===== src/rtl/uart_rx_8n1.sv =====
// UART 8N1 receiver: 2-flop input synchronizer, mid-bit sampling FSM,
// one-cycle data_valid / frame_err strobes, ena freezes all state.
module uart_rx_8n1 #(
  parameter int unsigned CLKS_PER_BIT = 16,
  parameter int unsigned CNT_W        = 8
) (
  input  logic       clk,
  input  logic       rst_n,
  input  logic       ena,
  input  logic       rx,
  output logic [7:0] data_out,
  output logic       data_valid,
  output logic       frame_err,
  output logic       busy
);

  localparam logic [CNT_W-1:0] BIT_LAST  = CNT_W'(CLKS_PER_BIT - 1);
  localparam logic [CNT_W-1:0] HALF_LAST = CNT_W'(CLKS_PER_BIT / 2 - 1);

  typedef enum logic [2:0] {
    S_IDLE,
    S_START,
    S_DATA,
    S_STOP,
    S_BREAK
  } state_e;

  state_e           state_q, state_d;
  logic             sync1_q, sync1_d;
  logic             sync2_q, sync2_d;
  logic [CNT_W-1:0] cnt_q, cnt_d;
  logic [2:0]       bit_idx_q, bit_idx_d;
  logic [7:0]       shift_q, shift_d;
  logic [7:0]       data_out_q, data_out_d;
  logic             data_valid_q, data_valid_d;
  logic             frame_err_q, frame_err_d;
  logic             busy_q, busy_d;
  logic             rx_s;

  assign rx_s       = sync2_q;
  assign data_out   = data_out_q;
  assign data_valid = data_valid_q;
  assign frame_err  = frame_err_q;
  assign busy       = busy_q;

  // State register; synchronizer resets high so reset never looks like a start bit
  always_ff @(posedge clk or negedge rst_n) begin
    if (!rst_n) begin
      state_q      <= S_IDLE;
      sync1_q      <= 1'b1;
      sync2_q      <= 1'b1;
      cnt_q        <= '0;
      bit_idx_q    <= '0;
      shift_q      <= '0;
      data_out_q   <= '0;
      data_valid_q <= 1'b0;
      frame_err_q  <= 1'b0;
      busy_q       <= 1'b0;
    end else begin
      state_q      <= state_d;
      sync1_q      <= sync1_d;
      sync2_q      <= sync2_d;
      cnt_q        <= cnt_d;
      bit_idx_q    <= bit_idx_d;
      shift_q      <= shift_d;
      data_out_q   <= data_out_d;
      data_valid_q <= data_valid_d;
      frame_err_q  <= frame_err_d;
      busy_q       <= busy_d;
    end
  end

  // Next-state and output logic; everything holds while ena is low, strobes drop
  always_comb begin
    state_d      = state_q;
    sync1_d      = sync1_q;
    sync2_d      = sync2_q;
    cnt_d        = cnt_q;
    bit_idx_d    = bit_idx_q;
    shift_d      = shift_q;
    data_out_d   = data_out_q;
    data_valid_d = 1'b0;
    frame_err_d  = 1'b0;
    busy_d       = busy_q;

    if (ena) begin
      sync1_d = rx;
      sync2_d = sync1_q;

      case (state_q)
        S_IDLE: begin
          if (!rx_s) begin
            cnt_d   = '0;
            state_d = S_START;
          end
        end

        S_START: begin
          if (cnt_q == HALF_LAST) begin
            cnt_d = '0;
            if (rx_s) begin
              state_d = S_IDLE;
            end else begin
              bit_idx_d = '0;
              state_d   = S_DATA;
            end
          end else begin
            cnt_d = cnt_q + CNT_W'(1);
          end
        end

        S_DATA: begin
          if (cnt_q == BIT_LAST) begin
            cnt_d              = '0;
            shift_d[bit_idx_q] = rx_s;
            bit_idx_d          = bit_idx_q + 3'd1;
            if (bit_idx_q == 3'd7) begin
              state_d = S_STOP;
            end
          end else begin
            cnt_d = cnt_q + CNT_W'(1);
          end
        end

        S_STOP: begin
          if (cnt_q == BIT_LAST) begin
            cnt_d = '0;
            if (rx_s) begin
              data_out_d   = shift_q;
              data_valid_d = 1'b1;
              state_d      = S_IDLE;
            end else begin
              frame_err_d = 1'b1;
              state_d     = S_BREAK;
            end
          end else begin
            cnt_d = cnt_q + CNT_W'(1);
          end
        end

        S_BREAK: begin
          if (rx_s) begin
            state_d = S_IDLE;
          end
        end

        default: begin
          state_d = S_IDLE;
        end
      endcase

      busy_d = (state_d != S_IDLE);
    end
  end

endmodule

===== config.mk =====
export PLATFORM = sky130hd
export DESIGN_NAME = uart_rx_8n1
export DESIGN_NICKNAME = d
export VERILOG_FILES = /design/src/rtl/uart_rx_8n1.sv
export SDC_FILE = /design/constraint.sdc
export NUM_CORES = 1
export LEC_CHECK = 0
export BUFFER_PORTS_ARGS = -buffer_cell sky130_fd_sc_hd__buf_2
export CAP_MARGIN = 30
export CORE_UTILIZATION = 50
export DETAILED_ROUTE_END_ITERATION = 8
export PLACE_DENSITY = 0.75
export REMOVE_ABC_BUFFERS = 1
export SLEW_MARGIN = 10
export SYNTH_ARGS = -nofsm -noshare
export SYNTH_HDL_FRONTEND = slang
export SYNTH_SLANG_ARGS = --single-unit

===== constraint.sdc =====
create_clock -name clk -period 1.9 [get_ports clk]
set_input_delay 0.19 -clock clk [delete_from_list [all_inputs] [get_ports clk]]
set_output_delay 0.19 -clock clk [all_outputs]
set_load 0.01 [all_outputs]

Yosys cells after proc, flatten, opt, wreduce, memory -nomap -nowiden:

Index checks and enable logic that the tools add are counted.
Widths: inputs -> output; s select.

* flip-flop bits (word level): 35
* input port bits: 4
* output and inout port bits: 11
* logic and storage cells: 64

* add/subtract/negate cells: 2
* magnitude comparators: 2
* equal/unequal tests: 11
* mux-type cells: 29
* reduce and logical (&&, ||, !) cells: 10

Operators with widths (count)
* $mux 3: 11
* $mux 8: 3
* $pmux 8 s3: 1
* $pmux 3 s5: 1
* $mux 1: 9
* $add 8x1->8 const B: 1
* $bwmux 8: 1
* $eq 8x3->1 const B: 1
* $eq 8x4->1 const B: 1
* $ne 2x2->1 const B: 4
* $eq 3x2->1 const B: 2
* $eq 3x3->1 const B: 2
* $pmux 3 s2: 1
* $reduce_and 3->1: 2
* $reduce_bool 3->1: 2
* $reduce_and 5->1: 1
* $lt 3x4->1 const B: 1
* $reduce_and 4->1: 1
* $add 3x1->3 const B: 1
* $demux 1 s3: 1
* $eq 3x1->1 const B: 1
* $ge 3x1->1 const B: 1
* $logic_not 3->1: 1
* $mux 2: 1
* 3 further kinds: 3

Depth between registers and ports, before layout:

* depth after elaboration: 6
* depth in mapped cells: 7

Worst setup path before layout:

No wires, ideal clock.

* kind: register to register
* start: register cnt_q[4]
* end: register bit_idx_q[0]
* setup time: 119 ps
* data arrival time: 1935 ps
* required time: 1781 ps
* setup slack: -154 ps
* cell stages (with the launch flop): 6
* buffers on the path: 1
* cell sequence: dfrtp_1 buf_2 or4_4 or3_1 a221o_1 a21bo_1

* longest elaborated chain between the ends: 3
* elaborated cells on any way between the ends: 5

Ends and longest elaborated chain
* from (decl): RTL line 31 `logic [CNT_W-1:0] cnt_q, cnt_d;`
* from (signal assigned): RTL line 63 `cnt_q <= cnt_d;`
* $eq 8x4->1 / $eq 8x3->1 (equally long branches): RTL line 113, 99
* $ne 2x2->1 (no source line)
* $reduce_and 5->1 (no source line) *
* to (signal assigned): RTL line 64 `bit_idx_q <= bit_idx_d;`
* to (decl): RTL line 32 `logic [2:0] bit_idx_q, bit_idx_d;`

Mark *: on every way between the ends. The rest lies on a longest branch, timed or not.
A chain may end at the register's enable or synchronous reset.

Worst setup path after layout:

* start: register cnt_q[6]
* end: register bit_idx_q[0]

The elaborated chain is that of the path after synthesis.

==> metrics.yaml <==
outcome: "finished with violations"
violations: "negative setup slack"
hp-class: "in2reg"
synthCells: 167
pin_count: 15
cts_max_level: 2
endpoint_kind: "register"
pwr_density_cell_nw_per_um2: 1192
die_h_um: 61.70
setup_ws_ps: -63.54
synth_most_common_cell: "dfrtp_1"
worst-path-stages: 4
reg2reg_from: "cnt_q[6]"
final_area_um2: 2250
cts-root-buf: "clkbuf_4"
crit_start: "cnt_q[6]"
start_util_pct: 52.98
worstPathArrival_ps: 2210
synthFlopType: "dfrtp_1"
cts_buffers: 5
utilization_pct: 66.89
placed_area_um2: 2014
area_growth_pct: 26.26
post-place-ws_ps: -121.7
drc: 0
rr_worst_depth: 4
grt_pass1_wl_um: 6196
path_delay_family: "simple AND/OR/NAND/NOR gates"
r2r_end: "bit_idx_q[0]"
synthArstFlopShare_pct: 100.0
netlist_area_um2: 1782
track_usage_pct: 22.98
place_congestion: 0.8332
slew_headroom_pct: 50.16
antenna_found_initial: 0
crit_buf_inv: 0
ys.warnings.count: 0
rows: 21
drive_above_1_share_pct: 38.35
worstSetupPathType: "reg2reg"
rsz0062_at_grt: "true"
dp.cells: 236
ys_seq_area_share_pct: 49.30
synth_seq_cells: 35
p_leak_nw: 1.107
fillers: 279
grt_pass1_vias: 1345
vias: 1450
ant_nets: 0
crit_end: "bit_idx_q[0]"
worstPathRequired_ps: 2140
cp_cell_sequence: "or4_4, or3_1, a221o_1, a21bo_1"
slowest_delay_ps: 580
maxCapViolations: 0
synth_edf_count: 0
path_clk_slew_ps: 110
fin_crit_ps: 1964
drt_iter0_drc: 76
synth.top_cell.area_share_pct: 46.35
yosys-top-cells-area: "dfrtp_1 (46%), mux2_2 (6.3%), mux2_1 (5.1%)"
max_freq_mhz: 509.3
tightestPinTransition_ps: 747.6
grt_max_degree: 36
whs_ps: 73.45
numPortBuffers: 14
wire_per_inst_um: 15.94
multiInputGateArea_um2: 923.4
final-seq-area_um2: 878.3
dpl.hpwl_um: 2597
fin_cells: 252
drt_pre_antenna_iters: 4
num_antenna_cells: 0
hold_violations: 0
path_max_fanout: 4
clock_latency_ps: 350
fin_nets: 212
final_max_slew_viol_count: 0
peakVddDrop_mv: 0.7249
die_area_um2: 3806
skew_ps: 13.18
grt-ovfl-total: 0
yosys.area.top_type: "dfrtp_1"
slowest_stage: "or4_4"
core_um2: 3363
setup_viol_count_final: 12
synth_area_per_cell_um2: 10.67
rrSetupSlack_ps: -60
wl_um: 4017
start_kind: "register"
cts_sinks: 35
synth_common_cells: "dfrtp_1 (33), nor2_1 (14), mux2_2 (10), nand2_1 (10), o21ai_0 (9)"
cts_tree: "built"
die_w_um: 61.70
synth.distinct_cells: 42
clock_tree.buffer_depth: 2
viasPerCell: 5.754
layout_worst_path_cycle_share_pct: 103.3
==> layout make-up <==
type | instances | share of cell area [%]
inverters | 4 | 0.6674
repair buffers | 42 | 13.07
clock inverters | 3 | 1.947
flip-flops and latches | 35 | 39.04
multi-input cells | 117 | 41.05
well taps | 46 | 2.558
clock buffers | 5 | 1.669
==> power breakdown <==
part / internal [W] / switching (W)
clock: 0.000277 / 0.000262
sequential: 0.000866 / 0.000108
combinational: 0.000566 / 0.000604
total: 0.00171 / 0.000974
==> layout by cell type (no fill, tap or decap), types with 5 or more instances in the layout <==
cell type	n
a31oi_1	5
mux2_2	8
nor2_1	14
mux2_4	10
o21ai_0	6
a22o_1	6
nand2_1	10
buf_4	24
nand3_1	5
nand4_1	6
buf_2	14
dfrtp_1	33
clkbuf_4	5
==> through the flow <==
step	TNS (ps)	total power, W
after floorplan	-1141	0.001574
after global placement	-73.23	0.001899
after detailed placement	-557.2	0.001952
after CTS	-173.5	0.002536
after global routing	-1183	0.002856
final	-232.5	0.002682
==> flip-flops by register name, indices dropped and copies added, names as in the netlist, 3 cells and up <==
register	count
cnt_q	8
data_out	8
shift_q	8
bit_idx_q	3
state_q	3
==> what timing repair did <==
item,CTS,global route
cloned,0,0
pin swaps,4,5
endpoints found under the hold margin,33,0
endpoints found under the setup margin,18,22
hold buffers,1,0
buffers inserted,2,5
resized for setup,14,11
==> worst min path at each step <==
stage,from,end,depth (start not counted)
floorplan,rst_n,bit_idx_q[0],0
global placement,rst_n,state_q[0],1
detailed placement,rst_n,state_q[2],1
CTS,rx,sync1_q,2
global route,rx,sync1_q,2
finish,rx,sync1_q,2
==> metal layers <==
| layer | vias up | track usage, % | wire length, um |
|---|---|---|---|
| met5 | - | 0 | 0 |
| li1 | 687 | - | - |
| met2 | 58 | 37.48 | 2025 |
| met4 | 0 | 12.70 | 104 |
| met1 | 694 | 28.67 | 1673 |
| met3 | 11 | 4.555 | 214 |
==> logic make-up after synthesis <==
| kind of cell | Yosys count | synth area share [%] |
|---|---|---|
| flops | 35 | 49.30 |
| compound gates | 31 | 12.29 |
| fa+ha+maj | 3 | 2.107 |
| xor+xnor | 2 | 0.9833 |
| simple gates | 60 | 18.89 |
| mux | 21 | 13.06 |
| buf+inv | 15 | 3.370 |
==> worst reg2reg max path, cell delays in order (launching register included) <==
cell,delay [ps]
dfrtp_1,400
or4_4,580
or3_1,320
a221o_1,370
a21bo_1,200
Power figures use the tool's default switching activity.
